--- src/rtl/ram_sequencer.sv ---
// Arbitrates the 64 KB main RAM between a post-reset fill sweep, the HPS image download
// stream and the core RAM port; the core is held off while the sweep or a load runs.
module ram_sequencer #(
  parameter logic [7:0]  FILL     = 8'hFF,
  parameter logic [7:0]  DL_INDEX = 8'h01,
  parameter logic [15:0] DL_BASE  = 16'h0000,
  parameter int          CLR_BITS = 16
) (
  input  logic        clk_sys,
  input  logic        reset,
  input  logic [15:0] cpu_addr,
  input  logic [7:0]  cpu_din,
  input  logic        cpu_we,
  input  logic        cpu_cs,
  output logic [7:0]  cpu_dout,
  output logic        cpu_hold,
  input  logic        dl_active,
  input  logic        dl_wr,
  input  logic [24:0] dl_addr,
  input  logic [7:0]  dl_data,
  input  logic [7:0]  dl_index,
  output logic [15:0] ram_addr,
  output logic [7:0]  ram_wdata,
  output logic        ram_we,
  input  logic [7:0]  ram_rdata,
  output logic        clr_done,
  output logic        dl_err
);

  typedef enum logic [1:0] {CLEAR = 2'd0, IDLE = 2'd1, LOAD = 2'd2} state_t;

  state_t              state;
  state_t              state_nxt;
  logic [CLR_BITS-1:0] clr_cnt;
  logic                pending;
  logic [15:0]         pend_addr;
  logic [7:0]          pend_data;

  logic idx_ok;
  logic dl_go;
  logic in_range;
  logic strobe;
  logic capture;
  logic drop;
  logic clr_last;

  assign idx_ok   = (dl_index == DL_INDEX);
  assign dl_go    = dl_active & idx_ok;
  assign in_range = (dl_addr[24:16] == 9'd0);
  assign strobe   = dl_wr & idx_ok;
  assign capture  = (state == LOAD) & strobe & in_range;
  // Any matching strobe that cannot be captured is a lost byte.
  assign drop     = strobe & ~capture;
  assign clr_last = &clr_cnt;

  always_ff @(posedge clk_sys) begin
    if (reset) begin
      state <= CLEAR;
    end else begin
      state <= state_nxt;
    end
  end

  always_comb begin
    state_nxt = state;
    case (state)
      CLEAR: begin
        if (clr_last) begin
          state_nxt = dl_go ? LOAD : IDLE;
        end
      end
      IDLE: begin
        if (dl_go) begin
          state_nxt = LOAD;
        end
      end
      LOAD: begin
        // A byte captured as dl_active drops still needs its commit cycle in LOAD.
        if (!dl_active && !capture) begin
          state_nxt = IDLE;
        end
      end
      default: state_nxt = CLEAR;
    endcase
  end

  always_ff @(posedge clk_sys) begin
    if (reset) begin
      clr_cnt <= '0;
      pending <= 1'b0;
      dl_err  <= 1'b0;
    end else begin
      if (state == CLEAR) begin
        clr_cnt <= clr_cnt + 1'b1;
      end
      pending <= capture;
      if (drop) begin
        dl_err <= 1'b1;
      end
    end
  end

  always_ff @(posedge clk_sys) begin
    if (capture) begin
      pend_addr <= DL_BASE + dl_addr[15:0];
      pend_data <= dl_data;
    end
  end

  always_comb begin
    ram_addr  = cpu_addr;
    ram_wdata = cpu_din;
    ram_we    = 1'b0;
    cpu_dout  = FILL;
    cpu_hold  = 1'b1;
    clr_done  = 1'b0;
    case (state)
      CLEAR: begin
        ram_addr  = 16'(clr_cnt);
        ram_wdata = FILL;
        ram_we    = 1'b1;
        clr_done  = clr_last;
      end
      IDLE: begin
        ram_we   = cpu_we & cpu_cs;
        cpu_dout = ram_rdata;
        cpu_hold = 1'b0;
      end
      LOAD: begin
        ram_addr  = pend_addr;
        ram_wdata = pend_data;
        ram_we    = pending;
      end
      default: ;
    endcase
    if (reset) begin
      ram_we   = 1'b0;
      cpu_dout = FILL;
      cpu_hold = 1'b1;
      clr_done = 1'b0;
    end
  end

endmodule

--- config.mk ---
export PLATFORM = sky130hd
export DESIGN_NAME = ram_sequencer
export DESIGN_NICKNAME = d
export VERILOG_FILES = /design/src/rtl/ram_sequencer.sv
export SDC_FILE = /design/constraint.sdc
export NUM_CORES = 1
export LEC_CHECK = 0
export ABC_AREA = 1
export BUFFER_PORTS_ARGS = -buffer_cell sky130_fd_sc_hd__buf_2
export CORE_ASPECT_RATIO = 2
export CORE_UTILIZATION = 40
export DETAILED_ROUTE_END_ITERATION = 12
export HOLD_SLACK_MARGIN = 0.08
export PLACE_DENSITY = 0.82
export SLEW_MARGIN = 0
export SYNTH_ARGS = -nofsm -noshare
export SYNTH_HDL_FRONTEND = slang
export SYNTH_SLANG_ARGS = --single-unit
--- constraint.sdc ---
create_clock -name clk_sys -period 5.2 [get_ports clk_sys]
set_input_delay 0.78 -clock clk_sys [delete_from_list [all_inputs] [get_ports clk_sys]]
set_output_delay 0.78 -clock clk_sys [all_outputs]
set_load 0.1 [all_outputs]
==> results.md <==
* Yosys reg bits at 44
* Worst IR Drop VDD at around 0.2 mV
* RSZ-0062 raised after global routing: false
* Area growth, synth to finish at 33.47%
* Core area at 5231 um2
* Port Buffer Count at 114
* Largest area contributor in the netlist: edfxtp_1
* Post-CTS Hold Buffers at 0
* Die ar. at 5814 um2
* Clk root buf: clkbuf_8
* Period utilisation layout at 61.93%
* Starting Density at 42.02%
* First-pass GRT wire length at 9832 um
* Fraction of registers with async set/reset at 0%
* Worst Reg-to-Reg Cells at 5
* Clk slew on worst S/H paths at 80 ps
* Syn avg cell area at 8.265 um2
* Die H at about 110 um
* Diode count at 0
* Worst skew pair latency at 300 ps
* Max clock buf depth at 2
* Worst hold path class: flop to flop
* Largest net degree at the start of global routing at 25
* Routed vias/inst at 5.009
* CTS Buf Count at 5
* Final #Nets at between 400 and 500
* I/O Pins at 115
* CTS resizes at 0
* Fmax achieved at 0.3105 GHz
* Setup TNS at 0 ps
* 1st-iter DRT viols at 62
* Static Leakage at approximately 1.3 nW
* Max Slew Vio Count at 0
* Via count of the first global-routing pass at 2221
* Htree depth at 2
* Final setup violating endpoints at 0
* Hold EP: dl_err
* Setup Buffers After CTS at 0
* Share of the synthesized area in the top cell type at around a third
* CP startpoint: state[0]
* # rows at 37
* Via count at 2199
* Slew margin rel. at 42.90%
* Drt pass-1 iters at 4
* Crit path kind: flop to primary output
* Power Density at 252.3 nW/um2
* Netlist cell types at 27
* R2r endpoint: pend_addr[11]
* WP data arrival at around 2400 ps
* Post-synth EDFFs at 24
* Seq/Total Area, Yosys at 51.00%
* CTS tree: done
* Critical Path Start Type: flop
* Hold path depth at 2
* Fin crit period at 3221 ps
* Antenna-violating nets left at 0
* Most frequent cells after synthesis: nand2_1, inv_1, nor2_1, edfxtp_1, dfxtp_1
* Synth Flop Type: edfxtp_1
* Status: complete, no violations
* WL/cell at 13.85 um
* Horiz. Die Dim at roughly 54 um
* Clk_skew at 6.067 ps
* Max Cap Viol at 0
* Hold Vio Cnt, Final at 0
* Residual DRC count at 0
* Cell Area, Synth at 2198 um2
* Yosys warning count at 0
* Initial antenna violation count at 0
* GPL Wtd Cong at 0.9689
* Pwr Total at 740.4 uW
* Setup crit end kind: primary output
* Syn_nets at 346
* Crit path max fanout at 20
* Slew @ Worst Pin at between 800 and 900 ps
* Area contributors post-synth: edfxtp_1, dfxtp_1, nand2_1
* Placed wire-length estimate at roughly 5000 um
* Layout cell share with drive strength beyond 1 at 35.43%
* Hold Startpoint: dl_err
* GRT overflow at 0
* Critical Path RT at 4420 ps
* Final WL at 6081 um
* Reg2Reg Launch Point: state[0]
* Hold slack at 464.0 ps
* Most frequent cell after synthesis: nand2_1
* CTS sink cnt at 44
* Cells after synthesis at 266
* Total track usage at 23.63%
* Internal reg-to-reg setup slack at 2890 ps
==> placed cells by master (no fill, tap or decap), drive strengths merged <==
master | synthesis | routed
a21oi | 14 | 14
a221o | 1 | 1
a22oi | 1 | 1
a32oi | 1 | 1
buf | 3 | 114
bufinv | 0 | 2
clkbuf | 4 | 6
clkinv | 1 | 1
dfxtp | 20 | 20
edfxtp | 24 | 24
ha | 1 | 1
inv | 35 | 35
nand2 | 61 | 61
nand3 | 12 | 12
nand4 | 5 | 5
nor2 | 35 | 35
nor3 | 6 | 6
o211ai | 12 | 12
o21a | 1 | 1
o21ai | 13 | 13
o22a | 8 | 8
or2 | 8 | 8
==> worst max path at each step <==
stage | endpoint | slack, ps | depth (start not counted)
2_1_floorplan | clr_done | 1380 | 2
3_3_place_gp | ram_addr[0] | 2370 | 5
3_5_place_dp | ram_addr[0] | 2310 | 5
4_1_cts | ram_addr[0] | 1980 | 5
5_1_grt | ram_addr[0] | 1810 | 5
6_report | ram_addr[0] | 1980 | 5
==> flip-flops by register name, summed over array words and instances, names as in the netlist <==
signal and flops:
pend_data 8, state 2, pending 1, pend_addr 16, clr_cnt 16, dl_err 1
==> kinds of logic after synthesis <==
kind of cell | Yosys count | share of synthesized area (%)
AO/OA/AOI/OAI | 51 | 14.97
buffers and inverters | 43 | 7.968
AND/OR/NAND/NOR | 127 | 25.50
adder cells (fa/ha/maj) | 1 | 0.5691
flip-flops | 44 | 51.00
==> layer usage <==
layer  vias to the layer above  GRT usage [%]  share of wire, %
met1                       976          24.29                34
met2                        89          42.16                56
met5                         -              0                 0
met3                        15          4.113               6.0
met4                         0          12.45               3.5
li1                       1119              -                 -
==> where the power goes <==
group	switching [mW]	internal, mW	total (mW)
combinational	0.0356	0.0269	0.0625
sequential	0.00200	0.367	0.369
clock	0.117	0.192	0.309
total	0.154	0.586	0.740
==> stage by stage <==
step | setup WS, ps | area (um2) | std cells | util, %
final | 1979 | 2934 | 439 | 56.09
after global routing | 1808 | 2934 | 439 | 56.09
after CTS | 1979 | 2934 | 439 | 56.09
after detailed placement | 2310 | 2801 | 431 | 53.55
after global placement | 2370 | 2801 | 431 | 53.55
after floorplan | 1380 | 2198 | 266 | -
==> worst max-delay path: stages (launching register included) <==
cell and delay, ps:
dfxtp_1 880, nor2_4 180, inv_1 410, nor2_1 100, a221o_1 260, buf_2 290
==> layout make-up <==
type | instances | area [um2]
clock inverters | 2 | 60.06
clock buffers | 6 | 72.57
multi-input cells | 179 | 902.1
well taps | 58 | 72.57
fillers | 497 | 2297
inverters | 36 | 135.1
flip-flops and latches | 44 | 1121
repair buffers | 114 | 570.5
(Power assumes the default switching activity.)
